===== config.mk =====
export PLATFORM = sky130hd
export DESIGN_NAME = vga_raster_timing
export DESIGN_NICKNAME = d
export VERILOG_FILES = /design/src/rtl/vga_raster_timing.sv
export SDC_FILE = /design/constraint.sdc
export NUM_CORES = 1
export LEC_CHECK = 0
export ABC_AREA = 1
export CAP_MARGIN = 20
export CORE_MARGIN = 2
export CORE_UTILIZATION = 55
export CTS_CLUSTER_SIZE = 40
export DETAILED_ROUTE_END_ITERATION = 10
export GPL_TIMING_DRIVEN = 0
export PLACE_DENSITY_LB_ADDON = 0.15
export SYNTH_ARGS = -nofsm -noshare
export SYNTH_HDL_FRONTEND = slang
export SYNTH_SLANG_ARGS = --single-unit
export TNS_END_PERCENT = 20

===== constraint.sdc =====
create_clock -name clk -period 3.5 [get_ports clk]
set_input_delay 0.525 -clock clk [delete_from_list [all_inputs] [get_ports clk]]
set_output_delay 0.525 -clock clk [all_outputs]
set_load 0.05 [all_outputs]

===== src/rtl/vga_raster_timing.sv =====
// rtl/vga_raster_timing.sv - VGA raster timing: x/y counters, registered hsync/vsync/blank, sticky vblank irq.
// Optional VGA_LINE_IRQ_EN adds irq_line and a programmable line-compare interrupt at start of hblank.
module vga_raster_timing #(
  parameter int H_ACTIVE  = 1024,
  parameter int H_FP      = 24,
  parameter int H_SYNC    = 136,
  parameter int H_BP      = 160,
  parameter int V_ACTIVE  = 768,
  parameter int V_FP      = 3,
  parameter int V_SYNC    = 6,
  parameter int V_BP      = 29,
  parameter int HSYNC_POL = 0,
  parameter int VSYNC_POL = 0
) (
  input  logic        clk,
  input  logic        rst_n,
  input  logic        cli,
`ifdef VGA_LINE_IRQ_EN
  input  logic [9:0]  irq_line,
`endif
  output logic [10:0] x,
  output logic [9:0]  y,
  output logic        hsync,
  output logic        vsync,
  output logic        blank,
  output logic        interrupt
);

  localparam int H_TOTAL = H_ACTIVE + H_FP + H_SYNC + H_BP;
  localparam int V_TOTAL = V_ACTIVE + V_FP + V_SYNC + V_BP;

  if (H_TOTAL > 2048 || V_TOTAL > 1024) begin : g_bad_mode
    $error("vga_raster_timing: H_TOTAL must be <= 2048 and V_TOTAL <= 1024");
  end

  localparam logic [10:0] H_LAST   = 11'(H_TOTAL - 1);
  localparam logic [10:0] H_ACT    = 11'(H_ACTIVE);
  localparam logic [10:0] HS_START = 11'(H_ACTIVE + H_FP);
  localparam logic [10:0] HS_END   = 11'(H_ACTIVE + H_FP + H_SYNC);
  localparam logic [9:0]  V_LAST   = 10'(V_TOTAL - 1);
  localparam logic [9:0]  V_ACT    = 10'(V_ACTIVE);
  localparam logic [9:0]  VS_START = 10'(V_ACTIVE + V_FP);
  localparam logic [9:0]  VS_END   = 10'(V_ACTIVE + V_FP + V_SYNC);
  localparam logic        HS_ON    = (HSYNC_POL != 0);
  localparam logic        VS_ON    = (VSYNC_POL != 0);

  logic [10:0] nx;
  logic [9:0]  ny;
  logic        hs_act;
  logic        vs_act;
  logic        blank_nxt;
  logic        set_evt;

  always_comb begin
    nx = x + 11'd1;
    ny = y;
    if (x == H_LAST) begin
      nx = 11'd0;
      ny = (y == V_LAST) ? 10'd0 : y + 10'd1;
    end
  end

  // Decoding the next-state counters lets the registered syncs line up with x/y.
  always_comb begin
    hs_act    = (nx >= HS_START) && (nx < HS_END);
    vs_act    = (ny >= VS_START) && (ny < VS_END);
    blank_nxt = (nx >= H_ACT) || (ny >= V_ACT);
    set_evt   = (nx == 11'd0) && (ny == V_ACT);
`ifdef VGA_LINE_IRQ_EN
    if ((nx == H_ACT) && (ny == irq_line) && (irq_line <= V_LAST)) begin
      set_evt = 1'b1;
    end
`endif
  end

  always_ff @(posedge clk) begin
    if (!rst_n) begin
      x         <= 11'd0;
      y         <= 10'd0;
      hsync     <= ~HS_ON;
      vsync     <= ~VS_ON;
      blank     <= 1'b0;
      interrupt <= 1'b0;
    end else begin
      x     <= nx;
      y     <= ny;
      hsync <= hs_act ? HS_ON : ~HS_ON;
      vsync <= vs_act ? VS_ON : ~VS_ON;
      blank <= blank_nxt;
      // A set event on the same edge as cli keeps the request pending.
      if (set_evt) begin
        interrupt <= 1'b1;
      end else if (cli) begin
        interrupt <= 1'b0;
      end
    end
  end

endmodule


==> results of run 1 <==
## sequential cells by signal, indices dropped and copies added (netlist names)
name	cells
x	11
y	10
blank	1
hsync	1
interrupt	1
vsync	1
## worst min-delay path by stage
stage	start	to	slack (ps)
2_1_floorplan	rst_n	x[1]	620
3_3_place_gp	interrupt	interrupt	470
3_5_place_dp	interrupt	interrupt	470
4_1_cts	interrupt	interrupt	490
5_1_grt	interrupt	interrupt	500
6_report	interrupt	interrupt	480
## cell families (layout without fill, tap and decap cells)
family                   after synthesis  count (layout)  share of synthesized area
multiplexers                           1               1                   0.007293
AO/OA/AOI/OAI                         14              14                    0.05349
AND/OR/NAND/NOR                      168             168                     0.4830
buffers and inverters                 34              65                    0.08266
adder cells (fa/ha/maj)                4               4                    0.03242
XOR/XNOR                               3               3                    0.01702
flip-flops                            25              25                     0.3241
## area by class of cell
| class | count | area, sq um |
|---|---|---|
| well taps | 31 | 38.79 |
| clock buffers | 3 | 22.52 |
| clock inverters | 1 | 5.005 |
| plain buffers | 1 | 3.754 |
| repair buffers | 27 | 270.3 |
| flip-flops and latches | 25 | 500.5 |
| fillers | 257 | 829.5 |
| multi-input cells | 190 | 915.9 |
| inverters | 33 | 123.9 |
## where the power goes
group | switching [mW] | internal, mW
logic | 0.0214 | 0.0106
registers | 0.00471 | 0.288
clock network | 0.0896 | 0.0430
## stage by stage
stage          cells  utilization  cell area [sq um]  power [mW]  setup WS (ps)
6_report         311       0.6939               1881      0.4569           1271
5_1_grt          311       0.6939               1881      0.4725           1075
4_1_cts          311       0.6939               1881      0.4609           1259
3_5_place_dp     307       0.6837               1853      0.3307           1290
3_3_place_gp     307       0.6837               1853      0.3309           1313
2_1_floorplan    249            -               1544      0.3184           1361
## layer usage
metal  track usage  vias up  wire length, um
li1              -      847                -
met1        0.3205      686             1783
met2        0.3810       47             1580
met3       0.02721        5              212
met4       0.07973        0               48
met5             0        -                0
## cells in the final DEF, fill, tap and decap left out, types with 4 or more instances in the layout
master | synthesis | layout
a21oi_1 | 4 | 4
clkdlybuf4s50_1 | 0 | 27
dfxtp_1 | 25 | 25
ha_1 | 4 | 4
inv_1 | 32 | 32
nand2_1 | 80 | 80
nand3_1 | 20 | 20
nand4_1 | 9 | 9
nor2_1 | 43 | 43
nor3_1 | 4 | 4
o21ai_0 | 4 | 4
==> metrics.txt, run 1 <==
Peak Freq 0.4485 GHz; number of synthesized flops with an enable pin 0; mapped cell area 0.001544 sq mm; sequential share of the synthesized area 0.3241; Slew HR 0.6396; Post-Route Setup TNS 0 ps; # diodes 0; Synth Register Bits 25; HPWL after detailed placement 2825 um; FP Rows 19; H-Tree Depth 1; synth unique cells 27; top cells by area, synth dfxtp_1 32%, nand2_1 19%, nor2_1 10%; full die area 0.003247 sq mm; Post-Route WL 3626 um; Die W 56.99 um; I/O pin total 28; fraction of registers with async set/reset 0; slowest CP cell clkdlybuf4s50_1; Resize count post-CTS 0; pin count of the biggest net entering global routing 15; RSZ-0062 raised after global routing no; final setup violating endpoints 0; CP top delay family buffers and inverters; Final Critical Period 2229 ps; CP endpoint y[6]; Placer Congestion 0.9341; grt total ovfl 0; share of cells above drive strength 1 0.05714; Crit path largest cell delay 860 ps; vias in the first global route 1335; Clock transition at path regs 140 ps; crit end category output pin; P_leak 0.8908 nW; max-cap viol count 0; P&R area growth vs syn 21.80%; status finished, final reports clean; synth cell count leaders 80 x nand2_1, 43 x nor2_1, 32 x inv_1; Syn Inst Count 249; WP data required 2970 ps; GRT Total Usage 0.2330; Chip Height 56.99 um; clk buf depth 2; worst hold slack 479.3 ps; setup bufs post-CTS 0; DR vias/cell 5.096; crit path max fanout 8; Core Region 0.002710 sq mm; Post-Syn Nets 256; antenna-violating nets left 0; Max VDD drop 0.2980 mV; Setup crit start y[6]; critical path cell sequence clkdlybuf4s50_1; R2R Setup Slk 1290 ps; Arrival @ worst endpoint 1700 ps; cell taking the most area after synthesis dfxtp_1; CP Class register to output pin; Starting Density 0.5697; HP Class register to register; final hold vios 0; Wirelength per Cell 11.66 um; Buffers on Ports 27; initial antenna violation count 0; r2r endpoint interrupt; DR pass1 iterations 5; fin crit share 0.6370; Initial DRC Count 85; DRC 0; TritonCTS clock tree built; Post-synth top flop dfxtp_1; worst-skew pair later-pin latency 330 ps; CTS Buf Count 3; worst r2r path cells 11; Critical Path Start Type register; measured slew at the worst slew-check pin 536.5 ps; Clock Skews 5.861 ps; most common cell in the synthesized netlist nand2_1; Synth Area per Inst 6.201 sq um; Post-CTS Hold Fix Bufs 0; reg-to-reg critical path startpoint x[0]; Buf+Inv Stages, Crit Path 1; nets 288; Worst path depth 1; CTS sink cnt 25; Syn. warnings 0; Slew Limit Fails 0; hold depth 2; first-pass GRT wire length 5816 um; clk root buf clkbuf_4; Pwr per Cell Area 242.9 mW/mm^2; vias after detailed routing 1585; area share of the largest cell type after synthesis 0.3241
No activity file was read; power rests on OpenSTA's default activity.
==> inputs of run 2 (changes only) <==
--- a/config.mk
+++ b/config.mk
@@ -8,7 +8,7 @@
 export ABC_AREA = 1
 export CAP_MARGIN = 20
 export CORE_MARGIN = 2
-export CORE_UTILIZATION = 55
+export CORE_UTILIZATION = 52
 export CTS_CLUSTER_SIZE = 40
 export DETAILED_ROUTE_END_ITERATION = 10
 export GPL_TIMING_DRIVEN = 0
==> constraint.sdc (replaced) <==
create_clock -name clk -period 2.16 [get_ports clk]
set_input_delay 0.324 -clock clk [delete_from_list [all_inputs] [get_ports clk]]
set_output_delay 0.324 -clock clk [all_outputs]
set_load 0.05 [all_outputs]
==> metrics.txt, run 2 (synthesized netlist as in run 1, its figures left out) <==
status finished, final reports clean (unchanged); HPWL after detailed placement 2821 um (was 2825 um); I/O pin total 28 (unchanged); Pwr per Cell Area 389.8 mW/mm^2 (was 242.9 mW/mm^2); worst-skew pair later-pin latency 320 ps (was 330 ps); Crit path largest cell delay 880 ps (was 860 ps); Area after DPL 0.001853 sq mm (unchanged); initial antenna violation count 0 (unchanged); TritonCTS clock tree built (unchanged); Final Critical Period 2016 ps; Critical Path Start Type register (unchanged); Post-CTS Hold Fix Bufs 0 (unchanged); first-pass GRT wire length 5809 um (was 5816 um); CTS sink cnt 25 (unchanged); Clock transition at path regs 130 ps (was 140 ps); critical path cell sequence clkdlybuf4s50_1 (unchanged); Final Instance Area 0.001901 sq mm (was 0.001881 sq mm); H-Tree Depth 1 (unchanged); Buf+Inv Stages, Crit Path 1 (unchanged); slowest CP cell clkdlybuf4s50_1 (unchanged); GRT Total Usage 0.2220 (was 0.2330); full die area 0.003421 sq mm (was 0.003247 sq mm); Initial DRC Count 94 (was 85); Slew HR 0.6435 (was 0.6396); measured slew at the worst slew-check pin 533.1 ps (was 536.5 ps); Hold Crit Start interrupt (unchanged); HP Class register to register (unchanged); RSZ-0062 raised after global routing no (unchanged); max reg flops 11 (unchanged); final hold vios 0 (unchanged); DR pass1 iterations 4 (was 5); crit end category output pin (unchanged); CTS Buf Count 3 (unchanged); FP Rows 19 (unchanged); Chip Height 58.49 um (was 56.99 um); max-cap viol count 0 (unchanged); Buffers on Ports 27 (unchanged); Setup crit start y[0] (was y[6]); DRC 0 (unchanged); crit path max fanout 7 (was 8); vias after detailed routing 1634 (was 1585); DR vias/cell 5.254 (was 5.096); Clock Skews 4.999 ps (was 5.861 ps); Placer Congestion 0.9148 (was 0.9341); grt total ovfl 0 (unchanged); share of cells above drive strength 1 0.06786 (was 0.05714); CP Class register to output pin (unchanged); fin crit share 0.9332; Core Region 0.002781 sq mm (was 0.002710 sq mm); Peak Freq 0.4961 GHz; WP data required 1840 ps (was 2970 ps); P&R area growth vs syn 23.10% (was 21.80%); most frequent cells in the layout 80 x nand2_1, 42 x nor2_1, 32 x inv_1 (was 80 x nand2_1, 43 x nor2_1, 32 x inv_1); vias in the first global route 1327 (was 1335); Die W 58.49 um (was 56.99 um); nets 288 (unchanged); Max VDD drop 0.3006 mV (was 0.2980 mV); P_leak 0.8881 nW (was 0.8908 nW); reg-to-reg critical path startpoint x[1] (was x[0]); Post-Route WL 3670 um (was 3626 um); antenna-violating nets left 0 (unchanged); clk root buf clkbuf_4 (unchanged); largest reg by FF count x (unchanged); final setup violating endpoints 0 (unchanged); Slew Limit Fails 0 (unchanged); worst hold slack 483.6 ps (was 479.3 ps); pin count of the biggest net entering global routing 14 (was 15); # diodes 0 (unchanged); Post-Route Setup TNS 0 ps (unchanged); largest registers x (11), y (10) (unchanged); commonest non-fill, non-tap cell in the layout nand2_1 (unchanged); CP top delay family buffers and inverters (unchanged); Wirelength per Cell 11.80 um (was 11.66 um); clk buf depth 2 (unchanged); Arrival @ worst endpoint 1690 ps (was 1700 ps); Starting Density 0.5551 (was 0.5697)
==> run 2: area by class of cell <==
type	instances	area, sq um
Clock buffer	4	26.28
Sequential cell	25	501.7
Tap cell	31	38.79
Multi-Input combinational cell	190	935.9
Inverter	33	123.9
Buffer	1	3.754
Timing Repair Buffer	27	270.3
Fill cell	254	880.8
==> run 2: metal layers <==
metal,global-route usage,up-vias,share of wire
met4,0.07973,0,0.012
met1,0.3379,733,0.49
met3,0.02857,5,0.068
met5,0,-,0
met2,0.3194,50,0.43
li1,-,846,-
==> run 2: through the flow <==
| step | setup WS (ps) | power [mW] | cells | utilization |
|---|---|---|---|---|
| after floorplan | 20.70 | 0.5159 | 249 | - |
| after global placement | 81.76 | 0.5353 | 307 | 0.6662 |
| after detailed placement | 101.4 | 0.5355 | 307 | 0.6662 |
| after CTS | 66.90 | 0.7460 | 311 | 0.6757 |
| after global routing | 19.93 | 0.7695 | 311 | 0.6833 |
| final | 144.2 | 0.7408 | 311 | 0.6833 |
==> run 2: worst paths after layout <==
check                    to  cells after the start  slack [ps]
hold / removal    interrupt                      2         480
setup / recovery       y[0]                      1         140
setup reg to reg  interrupt                     11         220
hold reg to reg   interrupt                      2         480
==> run 2: where the power goes <==
group / switching [mW] / internal, mW
Sequential: 0.00930 / 0.466
Clock: 0.140 / 0.0723
Combinational: 0.0346 / 0.0183
Total: 0.184 / 0.557
==> run 2: worst min-delay path, cell delays in order, from the launching register on <==
cell and delay (ps):
dfxtp_1 340, nand2_1 60, a21oi_1 50
==> run 2: what timing repair did <==
| action | in CTS | in global routing |
|---|---|---|
| resized for setup | 0 | 5 |
| setup buffers | 0 | 0 |
| setup endpoints to repair | 0 | 2 |
